**src/rtl/regfile_wb_scheduler.sv**
```systemverilog
// Writeback arbiter for the 32x32 register bank: ALU/MEM onto one write port plus busy scoreboard and hazard stall.
// Define WB_RR_ARB_EN for round-robin arbitration; the default build uses fixed MEM-over-ALU priority.
module regfile_wb_scheduler #(
  parameter int XLEN = 32,
  parameter int NREG = 32
) (
  input  logic            clock,
  input  logic            reset,
  input  logic            issue_valid,
  input  logic [4:0]      issue_rd,
  input  logic [4:0]      chk_rs1,
  input  logic [4:0]      chk_rs2,
  output logic            stall,
  input  logic            alu_valid,
  input  logic [4:0]      alu_rd,
  input  logic [XLEN-1:0] alu_data,
  output logic            alu_ready,
  input  logic            mem_valid,
  input  logic [4:0]      mem_rd,
  input  logic [XLEN-1:0] mem_data,
  output logic            mem_ready,
  output logic            we,
  output logic [4:0]      ain,
  output logic [XLEN-1:0] din,
  output logic [NREG-1:0] busy_vec
);

  logic [NREG-1:0] busy_r;
  logic [NREG-1:0] busy_nxt_s;
  logic            we_r;
  logic [4:0]      ain_r;
  logic [XLEN-1:0] din_r;

  logic            alu_first_s;
  logic            grant_alu_s;
  logic            grant_mem_s;
  logic            wb_fire_s;
  logic [4:0]      wb_rd_s;
  logic [XLEN-1:0] wb_data_s;

  logic            hz_rs1_s;
  logic            hz_rs2_s;
  logic            hz_waw_s;
  logic            stall_s;
  logic            issue_set_s;

`ifdef WB_RR_ARB_EN
  logic last_mem_r;

  // Remember which source won the last completed handshake; reset value gives ALU the first turn
  always_ff @(posedge clock) begin
    if (reset) begin
      last_mem_r <= 1'b1;
    end else if (grant_mem_s) begin
      last_mem_r <= 1'b1;
    end else if (grant_alu_s) begin
      last_mem_r <= 1'b0;
    end else begin
      last_mem_r <= last_mem_r;
    end
  end

  assign alu_first_s = last_mem_r;
`else
  assign alu_first_s = 1'b0;
`endif

  // Single-grant arbitration; grants only go to a valid requester, so a grant is a completed handshake
  always_comb begin
    grant_alu_s = 1'b0;
    grant_mem_s = 1'b0;
    if (reset) begin
      grant_alu_s = 1'b0;
      grant_mem_s = 1'b0;
    end else if (alu_valid && mem_valid) begin
      grant_alu_s = alu_first_s;
      grant_mem_s = !alu_first_s;
    end else begin
      grant_alu_s = alu_valid;
      grant_mem_s = mem_valid;
    end
  end

  // Select the winning request for the write port
  always_comb begin
    wb_fire_s = grant_alu_s || grant_mem_s;
    wb_rd_s   = 5'd0;
    wb_data_s = {XLEN{1'b0}};
    if (grant_mem_s) begin
      wb_rd_s   = mem_rd;
      wb_data_s = mem_data;
    end else if (grant_alu_s) begin
      wb_rd_s   = alu_rd;
      wb_data_s = alu_data;
    end else begin
      wb_rd_s   = 5'd0;
      wb_data_s = {XLEN{1'b0}};
    end
  end

  // Register the bank write; an accepted x0 writeback completes without touching the bank
  always_ff @(posedge clock) begin
    if (reset) begin
      we_r  <= 1'b0;
      ain_r <= 5'd0;
      din_r <= {XLEN{1'b0}};
    end else if (wb_fire_s && (wb_rd_s != 5'd0)) begin
      we_r  <= 1'b1;
      ain_r <= wb_rd_s;
      din_r <= wb_data_s;
    end else begin
      we_r  <= 1'b0;
      ain_r <= ain_r;
      din_r <= din_r;
    end
  end

  // Hazard detection; a bit being cleared at this edge still reads as busy
  always_comb begin
    hz_rs1_s = (chk_rs1 != 5'd0) && busy_r[chk_rs1];
    hz_rs2_s = (chk_rs2 != 5'd0) && busy_r[chk_rs2];
    hz_waw_s = issue_valid && (issue_rd != 5'd0) && busy_r[issue_rd];
    if (reset) begin
      stall_s = 1'b1;
    end else begin
      stall_s = hz_rs1_s || hz_rs2_s || hz_waw_s;
    end
    issue_set_s = issue_valid && !stall_s && (issue_rd != 5'd0);
  end

  // Scoreboard next state: clear on bank write, then set on issue so set wins on a collision
  always_comb begin
    busy_nxt_s = busy_r;
    if (we_r) begin
      busy_nxt_s[ain_r] = 1'b0;
    end else begin
      busy_nxt_s = busy_r;
    end
    if (issue_set_s) begin
      busy_nxt_s[issue_rd] = 1'b1;
    end else begin
      busy_nxt_s[0] = 1'b0;
    end
  end

  // Scoreboard state
  always_ff @(posedge clock) begin
    if (reset) begin
      busy_r <= {NREG{1'b0}};
    end else begin
      busy_r <= busy_nxt_s;
    end
  end

  assign stall     = stall_s;
  assign alu_ready = grant_alu_s;
  assign mem_ready = grant_mem_s;
  assign we        = we_r;
  assign ain       = ain_r;
  assign din       = din_r;
  assign busy_vec  = busy_r;

endmodule

```
**config.mk**
```make
export PLATFORM = sky130hd
export DESIGN_NAME = regfile_wb_scheduler
export DESIGN_NICKNAME = d
export VERILOG_FILES = /design/src/rtl/regfile_wb_scheduler.sv
export SDC_FILE = /design/constraint.sdc
export NUM_CORES = 1
export LEC_CHECK = 0
export ABC_AREA = 1
export BUFFER_PORTS_ARGS = -buffer_cell sky130_fd_sc_hd__buf_2
export CAP_MARGIN = 10
export CORE_ASPECT_RATIO = 1.5
export CORE_MARGIN = 1.5
export CORE_UTILIZATION = 45
export DETAILED_ROUTE_END_ITERATION = 8
export GPL_ROUTABILITY_DRIVEN = 0
export HOLD_SLACK_MARGIN = 0.06
export MAX_ROUTING_LAYER = met4
export PLACE_DENSITY = 0.8
export SYNTH_ARGS = -nofsm -noshare
export SYNTH_HDL_FRONTEND = slang
export SYNTH_SLANG_ARGS = --single-unit
```
**constraint.sdc**
```tcl
create_clock -name clock -period 2.2 [get_ports clock]
set_input_delay 0.44 -clock clock [delete_from_list [all_inputs] [get_ports clock]]
set_output_delay 0.44 -clock clock [all_outputs]
set_load 0.01 [all_outputs]
```
After elaboration in Yosys (flattened, before gate mapping)
Index checks and enable logic that the tools add are counted.
{"block": "totals", "register_bits": 70, "output_inout_bits": 73, "word_cells": 56}
{"block": "classes", "order_cmp": 6, "muxes": 22, "bitwise_logic": 4, "reduce_logical": 19}
{"cell": "2-to-1 mux 32 bit", "count": 3}
{"cell": "AND 32 bit", "count": 1}
{"cell": "inverter 32 bit", "count": 1}
{"cell": "bitwise OR 32 bit", "count": 1}
{"cell": "2-to-1 mux 31 bit", "count": 1}
{"cell": "less-than comparator 5 x 6 -> 1 bit (second input constant)", "count": 4}
{"cell": "nonzero test 5 bit", "count": 4}
{"cell": "binary-select mux 1 bit (select 5 bit)", "count": 3}
{"cell": "2-to-1 mux 1 bit", "count": 11}
{"cell": "demux 1 bit (select 5 bit)", "count": 2}
{"cell": ">= comparator 5 x 1 -> 1 bit (second input constant)", "count": 2}
{"cell": "logical AND 1 bit", "count": 10}
{"cell": "2-to-1 mux 5 bit", "count": 2}
{"cell": "logical OR 1 bit", "count": 3}
{"cell": "OR reduction 2 bit", "count": 1}
{"cell": "zero test 1 bit", "count": 1}
{"cell": "inverter 1 bit", "count": 1}

Depth between registers and ports, before layout
{"block": "depth", "depth_word": 11, "ltp_mapped": 16, "depth_no_buf": 13}

Worst setup path after synthesis
Ideal clock, no wire load.
{"block": "synth_timing", "path_kind": "in2out", "start": "input port issue_rd[0]", "end": "output port stall", "t_arrival_ns": 1.489, "path_slack_ns": 0.271, "path_stages": 11, "path_buffers": 2, "cell_sequence": "buf_6 -> buf_4 -> o21ai_0 -> nand2_1 -> nand2_1 -> nand2_1 -> nand2_1 -> nor2_1 -> a21oi_1 -> nor2_4 -> nand2_1"}
{"block": "synth_via", "elab_chain_cells": 5, "elab_cells_between_ends": 7, "cone_classes": "3 x mux; 4 x reduce/logical"}
{"element": "from (decl)", "line": "10", "source": "input logic [4:0] issue_rd,"}
{"element": "binary-select mux 1 bit (select 5 bit) / nonzero test 5 bit (equally long branches)", "line": "122", "source": "hz_waw_s = issue_valid && (issue_rd != 5'd0) && busy_r[issue_rd];"}
{"element": "2-to-1 mux 1 bit (not written as such) / logical AND 1 bit (equally long branches)", "line": "122"}
{"element": "logical AND 1 bit *", "line": "122"}
{"element": "logical OR 1 bit *", "line": "126", "source": "stall_s = hz_rs1_s || hz_rs2_s || hz_waw_s;"}
{"element": "2-to-1 mux 1 bit *", "line": "123", "source": "if (reset) begin"}
{"element": "to (decl)", "line": "13", "source": "output logic stall,"}
Mark *: on every way between the ends. The rest lies on a longest branch, timed or not. The select of a mux whose other input is x is not followed.

Worst setup path after layout
Ends and elaborated chain as after synthesis.

==> summary by stage <==
Cells and area
The total number of nets in the final design is 959. The post-route cell area is between 5000 and 6000 um^2. The count of placed standard cells in the final layout, fillers left out is roughly 980. The area of the multi-input gates is 2426 um^2. The fraction of final layout cells with drive strength greater than 1 is 28.28%. After filler insertion, the fill cell instance count of the layout stands at 906.

The signed area change from the synthesized netlist to the final layout is 29.86%. The number of antenna repair diodes is 0. Summing all flip-flop and latch instances after layout gives 1415 um^2.

Floorplanning
In this run the vertical extent of the chip is 123.6 um. After floorplanning, the core was sized to cover around 9400 um^2. The floorplan has 43 rows.

The floorplan die width is between 80 and 90 um. During I/O placement, the number of pins put on the boundary was 167. The area of the die is 10300 um^2. For this configuration, the core starts out at a cell density of 46.59%.

Clocking
The clock net in this run drives a total of 70 sinks. The longest clock path from root to sink contains 2 buffers. The clock tree from TritonCTS is yes. The clock reaches the later pin of the worst-skew pair after 340 ps. The number of hold-repair buffers added at the cts stage is 0.

The clock slew seen by the registers of the worst setup and hold paths is about 60 ps. The clock root buffer is clkbuf_16. The post-CTS setup-driven buffer insertion count is 0. The maximum level of the CTS H-tree is 3.

The total clock buffers created by CTS is 9.

Route
For this run, design rule violations remaining after detail routing come to 0. The highest metal layer used by the detailed router is met4. The detailed route wirelength on metal3 is 1026 um.

The detail route stage leaves a number of antenna-violating nets equal to 0. The detailed router finished its first iteration with 436 violations. Dividing the detail-routed via count by the number of cells gives 5.521.

Detailed routing inserted a total of between 5k and 6k vias. The routed length on met1 is around 5600 um. For this block, the routed nets add up to 14350 um of wire. The sum of met2 wire segment lengths after detailed routing is 7277 um. The total iterations of the first detailed-routing run is 5. In the final routed layout, each cell accounts on average for 14.62 um.

Worst setup path
The largest incremental delay on the critical path is 170 ps. The worst reg-to-reg setup slack is 380 ps. STA classifies the critical path startpoint as an input pin. At the worst endpoint, the arrival time is ~1700 ps. STA classifies the critical path endpoint as a primary output. Walking the worst path, the cells encountered are buf_4, clkbuf_16, o21ai_0, nand2_1, nand2_1, nand2_1, nand2_1, nor2_2, a21oi_2, nor2_4, nand2_2, buf_2. The most numerous cell type found on the critical path is nand2_1.

The largest driver fanout on the critical path is 11. The worst setup path is of the in2out kind. The slowest stage of the critical path belongs to the cell clkbuf_16. The required time of the critical path is 1760 ps.

Timing
On the final layout, the worst clock skew is 6.078 ps. The final critical path takes up 96.36% of the cycle. The number of hold violations in the final report came to 0. At the pin with the least slew margin, the transition time is 429.9 ps.

The max-slew headroom at the worst pin is 71.26%. Setup violations remaining at the end of the flow were counted as 0. The final number of max-transition violations is 0. The achievable clock frequency is 471.7 MHz. The final critical path time including I/O delays and setup is 2120 ps.

Global routing
The via count of the first global-routing pass was 4823. The aggregate global-route resource usage is 27.40%. The total global routing overflow is 0. The largest net degree at the start of global routing is 39. The first global-routing pass estimated 22090 um of wire. The initial antenna violation count was 0.

Synth
The area fraction of the dominant cell type after synthesis is 32.13%. In the post-synthesis netlist, the biggest area contributors are dfxtp_1, nand2_1, o21ai_0. Counting distinct cell types in the post-synthesis netlist gives 25. Dividing the synthesized area by the synthesized cell count gives around 6.2 um^2. During synthesis, Yosys emitted a total of 0 warnings. In this run, synthesis inferred 0 flip-flops with an integrated enable.

In the synthesized netlist the async set-or-reset flop fraction comes to 0%. The cell area after synthesis is roughly 4400 um^2. The gate count of the mapped netlist is roughly 700. The register area share after synthesis is between 30% and 40%. The most used flip-flop cell after synthesis is dfxtp_1. The most frequent cell after synthesis is nand2_1. The number of nets in the synthesized netlist is 799. Summed over all instances, the cell type with the most area after synthesis is dfxtp_1. Counting flops and latches in the post-synthesis netlist gives 70. By count the netlist is led by nand2_1, dfxtp_1, o21ai_0, inv_1, nor2_1.

Run
The count of maximum capacitance violations is 0.

Placement
Including well taps, the total number of placed cells is 963. The placed cell area is between 5000 and 6000 um^2. The count of buffers from port buffering is 166.

The estimated wirelength of the detail-placed design is 10730 um.

Power and ir drop
The power share of the combinational group is 20.1%. The total net switching power is approximately 1.0 mW. Internal power comes to 2.527 mW. Power spread over the standard cell area amounts to between 600 and 700 nW/um^2. Per report_power, the sequential group accounts for 39.0% of the total. The static leakage power is 2.709 nW. Across the VDD grid, the largest voltage drop is between 0.5 and 0.6 mV. The overall power after layout is 3.562 mW. The fraction of power consumed by the clock network is 40.9%. Net switching is roughly 29% of the power.

Outcome
The flow ran to the end, and the final reports show no timing, DRC or antenna violations.

Hold path
In this run the worst hold path is classified as in2reg.
[critical path, delay by kind of cell]
kind	cells	cell delay [ps]
AO/OA/AOI/OAI	2	330
buffers and inverters	3	450
AND/OR/NAND/NOR	7	470
[what timing repair did]
item | 4_1_cts | 5_1_grt
gates cloned | 0 | 3
resized for setup | 1 | 39
hold endpoints to repair | 0 | 0
pin swaps | 0 | 4
endpoints found under the setup margin | 1 | 1
[routing by layer]
layer	vias up	global-route usage, %
met5	-	-
met3	38	4.440
met4	0	12.08
met1	2421	29.98
met2	291	49.29
li1	2672	-
[flip-flops by register name, summed over array words and instances, names as in the netlist]
| signal | count |
|---|---|
| we | 1 |
| busy_vec | 32 |
| ain | 5 |
| din | 32 |
[layout make-up]
class / count / area share (%)
inverters: 67 / 4.639
clock buffers: 11 / 4.285
multi-input cells: 525 / 42.83
repair buffers: 191 / 19.62
clock inverters: 5 / 1.038
repair inverters: 1 / 0.1325
well taps: 112 / 2.474
flip-flops and latches: 70 / 24.98
[power by group through the flow]
stage                     sequential [mW]  clock (mW)  combinational [mW]
after floorplan                      1.44           0               0.403
after global placement               1.41           0               0.680
after detailed placement             1.41           0               0.686
after CTS                            1.39        1.46               0.688
after global routing                 1.40        1.53               0.783
final                                1.39        1.46               0.716
[cell families (layout without fill, tap and decap cells)]
| logic type | after synthesis | in the layout | share of synthesized area, % |
|---|---|---|---|
| flops | 70 | 70 | 32.13 |
| buf+inv | 110 | 275 | 12.77 |
| simple gates | 373 | 373 | 35.97 |
| compound gates | 152 | 152 | 19.13 |
[metrics by stage]
stage	hold slack [ps]	utilization [%]	setup TNS, ps	setup WS (ps)
floorplan	509.4	-	0	270.6
global placement	481.2	56.00	0	7.164
detailed placement	487.7	56.00	-2.590	-2.590
CTS	359.2	59.26	0	15.63
global route	375.2	60.51	-4.770	-4.770
finish	363.4	60.51	0	79.97
[cell usage in the layout, fill, tap and decap left out, types with 2 or more instances in the layout]
cell	n
nand2_2	2
buf_4	20
clkbuf_4	2
inv_1	50
buf_2	163
nand2_1	227
nor2_1	51
inv_2	14
a22o_1	5
a31oi_1	33
nand3_1	47
clkinvlp_4	4
nand4_1	31
buf_12	4
clkinv_4	2
dfxtp_1	59
nand3_2	2
o21ai_1	13
o211ai_1	4
o21ai_0	57
nor3_1	9
clkbuf_16	11
dfxtp_2	11
a21oi_1	37
nor2_2	2
[path summary, 6_finish.rpt]
path,startpoint,end,cells past startpoint
worst max-delay path,issue_rd[0],stall,12
worst min-delay path,alu_data[17],din[17],3
worst max register to register,busy_vec[26],busy_vec[1],12
worst min register to register,busy_vec[0],busy_vec[0],2
No activity file was read; power rests on OpenSTA's default activity.
